### config.mk
export PLATFORM = sky130hd
export DESIGN_NAME = dmem_wait_flat
export DESIGN_NICKNAME = d
export VERILOG_FILES = /design/src/rtl/dmem_pkg.sv /design/src/rtl/dmem_wait_if.sv /design/src/rtl/dmem_array.sv /design/src/rtl/dmem_wait.sv /design/src/flat_wrapper.sv
export SDC_FILE = /design/constraint.sdc
export NUM_CORES = 2
export LEC_CHECK = 0
export ABC_AREA = 0
export BUFFER_PORTS_ARGS = -buffer_cell sky130_fd_sc_hd__buf_2
export CAP_MARGIN = 20
export CORE_ASPECT_RATIO = 0.75
export CORE_MARGIN = 2
export CORE_UTILIZATION = 35
export DETAILED_ROUTE_END_ITERATION = 10
export MAX_ROUTING_LAYER = met4
export PLACE_DENSITY_LB_ADDON = 0.08
export RECOVER_POWER = 50
export SYNTH_ARGS = -nofsm -noshare
export SYNTH_HDL_FRONTEND = slang
export SYNTH_HIERARCHICAL = 1
export SYNTH_SLANG_ARGS = --single-unit
### constraint.sdc
create_clock -name clk -period 2.47 [get_ports clk]
set_input_delay 0.1235 -clock clk [delete_from_list [all_inputs] [get_ports clk]]
set_output_delay 0.1235 -clock clk [all_outputs]
set_load 0.01 [all_outputs]
### src/rtl/dmem_pkg.sv
// Shared types for the wait-state data memory: FSM states, wait counter, lane math.
package dmem_pkg;

   typedef enum logic [1:0] {
      IDLE,
      BUSY,
      RESP
   } state_t;

   typedef logic [3:0] cnt_t;

   // Number of byte-offset bits in an address for an n-bit word.
   function automatic int laneBits(input int n);
      return $clog2(n / 8);
   endfunction

endpackage

### src/rtl/dmem_wait_if.sv
// Request/response bus between the load/store stage (master) and dmem_wait (slave).
interface dmem_wait_if #(
   parameter int N = 32
) ();

   logic           req_valid;
   logic           req_ready;
   logic           write_enable;
   logic [N-1:0]   addr;
   logic [N-1:0]   writedata;
   logic [N/8-1:0] be;
   logic           resp_valid;
   logic [N-1:0]   readdata;
   logic           err;

   modport master (
      output req_valid, write_enable, addr, writedata, be,
      input  req_ready, resp_valid, readdata, err
   );

   modport slave (
      input  req_valid, write_enable, addr, writedata, be,
      output req_ready, resp_valid, readdata, err
   );

endinterface

### src/rtl/dmem_array.sv
// 2**R x N word store with per-byte-lane write enables and a combinational read port.
module dmem_array #(
   parameter int N = 32,
   parameter int R = 6
) (
   input  logic           clk,
   input  logic [N/8-1:0] we_i,
   input  logic [R-1:0]   addr_i,
   input  logic [N-1:0]   wdata_i,
   output logic [N-1:0]   rdata_o
);

   logic [N-1:0] mem [2**R];

   always_ff @(posedge clk) begin
      for (int i = 0; i < N / 8; i++) begin
         if (we_i[i]) mem[addr_i][8*i +: 8] <= wdata_i[8*i +: 8];
      end
   end

   assign rdata_o = mem[addr_i];

endmodule

### src/rtl/dmem_wait.sv
// Data memory with fixed WAIT-state latency, error flagging and byte-lane writes.
// Define DMEM_BYTE_WRITE_EN to honour be per lane; otherwise every write is full-word.
module dmem_wait
   import dmem_pkg::*;
#(
   parameter int N    = 32,
   parameter int R    = 6,
   parameter int WAIT = 2
) (
   input logic        clk,
   input logic        rst,
   dmem_wait_if.slave bus
);

   localparam int  B        = laneBits(N);
   localparam int  NB       = N / 8;
   localparam bit  ZeroWait = (WAIT == 0);

   state_t          state_q;
   cnt_t            cnt_q;
   logic            we_q;
   logic [N-1:0]    addr_q;
   logic [N-1:0]    wdata_q;
   logic [NB-1:0]   be_q;
   logic            respValid_q;
   logic [N-1:0]    readData_q;
   logic            err_q;

   logic            reqReady;
   logic            accept;
   logic            fire;
   logic            accWe;
   logic [N-1:0]    accAddr;
   logic [N-1:0]    accWdata;
   logic [NB-1:0]   accBe;
   logic [NB-1:0]   laneEn;
   logic [NB-1:0]   wrLanes;
   logic            good;
   logic [R-1:0]    idx;
   logic [N-1:0]    rdWord;
   logic [N-1:0]    merged;

   assign reqReady = (state_q == IDLE) && !rst;
   assign accept   = bus.req_valid && reqReady;

   // With no wait states the access happens on the accept edge, so it must use the live bus.
   assign fire     = ZeroWait ? accept : ((state_q == BUSY) && (cnt_q == '0));
   assign accWe    = ZeroWait ? bus.write_enable : we_q;
   assign accAddr  = ZeroWait ? bus.addr         : addr_q;
   assign accWdata = ZeroWait ? bus.writedata    : wdata_q;
   assign accBe    = ZeroWait ? bus.be           : be_q;

`ifdef DMEM_BYTE_WRITE_EN
   assign laneEn = accBe;
`else
   assign laneEn = '1;
`endif

   assign good    = (accAddr[B-1:0] == '0) && ((accAddr >> (R + B)) == '0);
   assign idx     = accAddr[R+B-1:B];
   assign wrLanes = {NB{fire && accWe && good && !rst}} & laneEn;

   always_comb begin
      merged = rdWord;
      for (int i = 0; i < NB; i++) begin
         if (accWe && laneEn[i]) merged[8*i +: 8] = accWdata[8*i +: 8];
      end
   end

   dmem_array #(
      .N (N),
      .R (R)
   ) uArray (
      .clk     (clk),
      .we_i    (wrLanes),
      .addr_i  (idx),
      .wdata_i (accWdata),
      .rdata_o (rdWord)
   );

   always_ff @(posedge clk) begin
      if (rst) begin
         state_q     <= IDLE;
         cnt_q       <= '0;
         we_q        <= 1'b0;
         addr_q      <= '0;
         wdata_q     <= '0;
         be_q        <= '0;
         respValid_q <= 1'b0;
         readData_q  <= '0;
         err_q       <= 1'b0;
      end else begin
         respValid_q <= 1'b0;
         if (fire) begin
            respValid_q <= 1'b1;
            readData_q  <= good ? merged : '0;
            err_q       <= !good;
         end
         case (state_q)
            IDLE: begin
               if (accept) begin
                  we_q    <= bus.write_enable;
                  addr_q  <= bus.addr;
                  wdata_q <= bus.writedata;
                  be_q    <= bus.be;
                  if (ZeroWait) begin
                     state_q <= RESP;
                  end else begin
                     state_q <= BUSY;
                     cnt_q   <= cnt_t'(WAIT - 1);
                  end
               end
            end
            BUSY: begin
               if (cnt_q != '0) cnt_q <= cnt_q - 4'd1;
               else             state_q <= RESP;
            end
            RESP:    state_q <= IDLE;
            default: state_q <= IDLE;
         endcase
      end
   end

   assign bus.req_ready  = reqReady;
   assign bus.resp_valid = respValid_q;
   assign bus.readdata   = readData_q;
   assign bus.err        = err_q;

endmodule

### src/flat_wrapper.sv
// flat-port wrapper written by rule: the top's interface ports become plain ports
module dmem_wait_flat import dmem_pkg::*;
#(
   parameter int N    = 32,
   parameter int R    = 6,
   parameter int WAIT = 2
)
  (clk, rst, bus_req_valid, bus_write_enable, bus_addr, bus_writedata, bus_be, bus_req_ready, bus_resp_valid, bus_readdata, bus_err);
  dmem_wait_if #(.N(N)) bus_i ();
  input logic clk;
  input logic rst;
  input wire logic [$bits(bus_i.req_valid)-1:0] bus_req_valid;
  input wire logic [$bits(bus_i.write_enable)-1:0] bus_write_enable;
  input wire logic [$bits(bus_i.addr)-1:0] bus_addr;
  input wire logic [$bits(bus_i.writedata)-1:0] bus_writedata;
  input wire logic [$bits(bus_i.be)-1:0] bus_be;
  output wire logic [$bits(bus_i.req_ready)-1:0] bus_req_ready;
  output wire logic [$bits(bus_i.resp_valid)-1:0] bus_resp_valid;
  output wire logic [$bits(bus_i.readdata)-1:0] bus_readdata;
  output wire logic [$bits(bus_i.err)-1:0] bus_err;
  assign bus_i.req_valid = bus_req_valid;
  assign bus_i.write_enable = bus_write_enable;
  assign bus_i.addr = bus_addr;
  assign bus_i.writedata = bus_writedata;
  assign bus_i.be = bus_be;
  assign bus_req_ready = bus_i.req_ready;
  assign bus_resp_valid = bus_i.resp_valid;
  assign bus_readdata = bus_i.readdata;
  assign bus_err = bus_i.err;
  dmem_wait #(.N(N), .R(R), .WAIT(WAIT)) u_core (.clk(clk), .rst(rst), .bus(bus_i));
endmodule
* After elaboration in Yosys (flattened, before gate mapping) *
Memory sizes are Yosys's and may differ from the RTL's. A register that Yosys moved wholly into a read port is not among the register bits.
Index checks and enable logic that the tools add are counted.

storage, ports and cells
  memories kept = 1
  register bits = 105
  memory bits (writable) = 2048
  input bits = 72
  word-level logic and storage cells = 48
  output and inout bits = 35

cells by class
  reductions and logical operators = 18
  add/subtract/negate cells = 1
  eq/ne operators = 4
  mux-type cells = 16

memory list
  name               depth  bits a word  read ports  clocked after Yosys merged registers in  write ports  line              RTL
  u_core.uArray.mem  64     32           1           1                                        1            dmem_array.sv:13  logic [N-1:0] mem [2**R];

operators with widths
  operator                                                                number
  32-bit logical NOT                                                      1
  32-bit 2-to-1 mux                                                       1
  8-bit 2-to-1 mux                                                        4
  6-bit 2-to-1 mux                                                        2
  4-bit 2-to-1 mux                                                        2
  4-bit one-hot mux with 2 select lines                                   1
  1-bit logical AND                                                       7
  2-bit logical NOT                                                       2
  4-bit logical NOT                                                       1
  2-bit 2-to-1 mux                                                        2
  2-bit != test (second input constant)                                   2
  2-bit one-hot mux with 2 select lines                                   1
  2-bit AND reduction                                                     2
  4-bit nonzero test                                                      1
  4-bit by 1-bit subtractor with 4-bit output (second input constant)     1
  1-bit 2-to-1 mux                                                        3
  3-bit AND reduction                                                     1
  2-bit by 1-bit equality test with 1-bit output (second input constant)  1
  1-bit logical NOT                                                       2
  2-bit by 1-bit != test with 1-bit output (second input constant)        1
  2-bit nonzero test                                                      1

* Longest topological paths before layout *
  word-level depth = 7
  depth in mapped cells = 13
  depth with buffers taken out = 8

* Hierarchy *
The synthesis kept the hierarchy.

modules (own cells, without submodules)
  module      sequential area each (µm²)  cells an instance  instances  area each (µm²)
  dmem_array  61499.0                     4449               1          78358.9
  dmem_wait   2102.0                      440                1          4098.9

* Worst setup path after synthesis *
Ideal clock, no wire load.

  path type = register to register
  start point = register u_core.addr_q[4], in the netlist u_core/accAddr[4]
  end point = memory u_core.uArray.mem[5][16], enable pin
  stages on the path, launching flop included = 10
  path buffers = 7
  period minus slack after synthesis = 2.542 ns
  data arrival time = 2.172 ns
  data required time = 2.100 ns
  setup time = 0.370 ns
  setup slack = -0.072 ns
  cells stage by stage = dfxtp_1 > buf_6 > buf_4 > buf_4 > buf_4 > buf_4 > buf_2 > nand2_1 > buf_2 > nor2_1

RTL lines
  what                    line              RTL
  start, declared         dmem_wait.sv:22   logic [N-1:0] addr_q;
  start signal, assigned  dmem_wait.sv:103  addr_q <= bus.addr;
  end, declared           dmem_array.sv:13

Straight into the memory's write port.

==> flow_summary.ini <==
[outcome]
status = finished, violations left
violations = capacitance limit, slew limit, setup timing

[floorplan]
die_x_microns = 564.5
rows = 154
core-area_sq_um = 234500
die_area_sq_um = 239500
num_io_pins = 107
initial_core_util = 0.3516
dieHeight_microns = 424.4

[route]
wl_met1_microns = 139000
num_vias = 53410
wl_met3_microns = 26750
via_per_inst = 5.619
highest_layer = met4
wl_met2_microns = 135100
firstDrtPassIters = 6
drtIter0Drc = 6088
wl_per_cell_microns = 32.51
drc = 0
routed_wl_microns = 309100
drtAntennaViolNets = 0

[worst_setup_path]
r2r_slack_ps = -450
cp.required_ps = 3200
r2r_end = u_core/bus.readdata[23]
cp-end-kind = flip-flop
start_kind = flip-flop
critPathKind = reg2reg
arrival_ps = 3650
r2r-start = u_core/accAddr[3]
reg2reg_depth = 13
crit_fanout = 16
critPathLaunch = u_core/accAddr[3]

[logic_synthesis]
synthArstFlopShare = 0
avgSynthCellArea_sq_um = 16.87
synth_cell_types = 70
yosys_warnings = 6
synth_flop_cell = edfxtp_1
synth_seq_cells = 2153
synth_edf_count = 2048
syn_nets = 4963
synth_cells = 4889
ys_seq_area_frac = 0.7713
mappedNetlistArea_sq_um = 82460

[global_routing]
grtUsageTotal = 0.2603
grt_max_degree = 67
grt.overflow.total = 0
grt_pass1_wl_microns = 420400
antenna_found_initial = 30
grt_pass1_vias = 51236

[clock_network]
htreeDepth = 4
clkLatencyLatePin_ps = 880
clk_pin_slew_worst_paths_ps = 70
cts.path.max_buffers = 4
cts_tree = built
numCtsBuffers = 218
clock-root-buffer = clkbuf_16
cts_sinks = 2153

[finish]
nets = 6281
area_delta_synth_final_pct = 34.73
final_cells = 9506
drive_above_1_share = 0.3624

[place]
dp_slack_ps = -712.4
gp_congestion = 0.8573
dp_cells = 8835
hpwl_microns = 204300
io_buffers = 102

[timing]
rsz0062_at_grt = true
maxSlewViolCount = 492
worst_slew_pin_slew_ps = 1696
max_freq_mhz = 342.8
hold_viol = 0
clock_skew_ps = 48.52
worst_hold_slack_ps = 150.4
relSlewSlack = -0.1305
finalSetupViolations = 1436
fin_crit_ps = 2917
fin_crit_sh = 1.181
setup_ws_ps = -446.8

[worst_hold_path]
min_to = u_core/state_q[1]
worstHoldPathType = in2reg
min_from = rst
worstHoldPathCells = 4

[job]
maxCapViolations = 10

[power_and_ir_drop]
irDropWorstVdd_mv = 0.5985
power.density_nw_per_um2 = 704.6
p_leak_nw = 38.03
[cell usage in the layout (no fill, tap or decap), drive strengths merged, types with 19 or more instances in the layout]
| cell | count |
|---|---|
| o2bb2ai | 33 |
| bufinv | 19 |
| clkinv | 69 |
| a221oi | 279 |
| nor3 | 32 |
| o21ai | 124 |
| mux2i | 264 |
| o221ai | 46 |
| o22ai | 163 |
| nand2 | 207 |
| mux2 | 37 |
| clkbuf | 309 |
| a22o | 30 |
| dfxtp | 105 |
| dlygate4sd3 | 155 |
| a21oi | 143 |
| a221o | 30 |
| mux4 | 72 |
| a22oi | 274 |
| edfxtp | 2048 |
| nor2 | 435 |
| a31oi | 20 |
| buf | 1271 |
[power by group]
| part | internal [mW] | switching, mW | total [mW] |
|---|---|---|---|
| logic | 2.15 | 3.40 | 5.55 |
| registers | 39.9 | 0.262 | 40.2 |
| clock network | 18.4 | 14.1 | 32.5 |
| total | 60.5 | 17.8 | 78.3 |
[timing repair]
item                                    CTS  global route
hold buffers                            155             0
setup endpoints to repair              2032          2082
resized for setup                       379          1184
buffers inserted                         69            54
pin swaps                                81           142
endpoints found under the hold margin    72             0
gates cloned                             14             3
[metrics by stage]
step | total power, mW | utilization | area (sq um) | setup TNS, ps
after floorplan | 42.83 | - | 82460 | -112430
after global placement | 45.58 | 0.4059 | 95180 | -286550
after detailed placement | 45.59 | 0.4059 | 95180 | -340060
after CTS | 78.47 | 0.4520 | 106000 | -275020
after global routing | 80.43 | 0.4737 | 111100 | -250240
final | 78.29 | 0.4738 | 111100 | -72030
[worst max-delay path: stages, from the launching register on]
cell and delay [ps]:
dfxtp_4 410, buf_8 160, and2_4 180, buf_12 150, buf_12 170, a221oi_2 250, nor2_1 120, o21ai_1 190
buf_4 140, o2111ai_2 110, buf_6 170, or4_1 460, mux2i_1 170, o2bb2ai_2 70
[area by class of cell]
| class | instances | area, sq um |
|---|---|---|
| clock inverter | 102 | 996.0 |
| timing repair buffer | 1462 | 15300 |
| inverter | 5 | 50.05 |
| antenna | 14 | 35.03 |
| sequential | 2153 | 63630 |
| multi-input combinational | 2367 | 21380 |
| clock buffer | 283 | 5801 |
| tap | 3120 | 3904 |
| fill | 20087 | 123400 |
[how the worst max path moves through the flow]
stage / slack (ps) / to / cells past startpoint
after floorplan: -70 / u_core/uArray/mem[5][16] / 9
after global placement: -850 / u_core/bus.readdata[12] / 9
after detailed placement: -710 / u_core/bus.readdata[25] / 10
after CTS: -440 / u_core/bus.readdata[21] / 13
after global routing: -530 / u_core/bus.readdata[21] / 13
final: -450 / u_core/bus.readdata[23] / 13
[Yosys cell counts (10+ instances only)]
cell type	n	share of area
edfxtp_1	2048	0.75
nor2_1	435	0.020
a221oi_1	279	0.030
a22oi_1	274	0.025
mux2i_1	264	0.032
nand2_1	207	0.0094
clkbuf_1	172	0.0078
o22ai_1	163	0.012
a21oi_1	143	0.0087
o21ai_0	123	0.0075
dfxtp_1	105	0.025
buf_2	101	0.0061
mux4_2	72	0.020
o221ai_1	46	0.0049
buf_1	35	0.0016
a221o_1	30	0.0036
a22o_1	30	0.0032
nor3_1	30	0.0018
buf_4	29	0.0026
mux2_2	28	0.0038
buf_6	27	0.0037
a31oi_1	20	0.0015
o2bb2ai_2	18	0.0033
nand4_1	17	0.0013
and3_1	16	0.0012
or4_1	16	0.0015
a222oi_1	15	0.0018
o2111ai_1	14	0.0015
o211a_1	13	0.0016
o2bb2ai_1	13	0.0014
nand3_1	10	0.00061
[kinds of logic after synthesis]
logic type	Yosys count	share of synthesized area
buf+inv	370	0.02229
mux	373	0.05677
compound gates	1212	0.1094
simple gates	777	0.03968
flops	2153	0.7713
fa+ha+maj	2	0.0003034
xor+xnor	2	0.0002125
[routing by layer]
layer,global-route usage,up-vias
met5,-,-
met4,0.06563,0
met3,0.06355,414
met2,0.3703,2272
met1,0.3720,28020
li1,-,22704
[registers in the layout, summed over array words and instances, names as in the netlist]
name and cells:
u_core/uArray/mem 2048, u_core/accAddr 32, u_core/accWdata 32, u_core/bus.readdata 32, u_core/cnt_q 4, u_core/state_q 2, u_core/accWe 1, u_core/bus.err 1
u_core/bus.resp_valid 1
(Power assumes the default switching activity.)
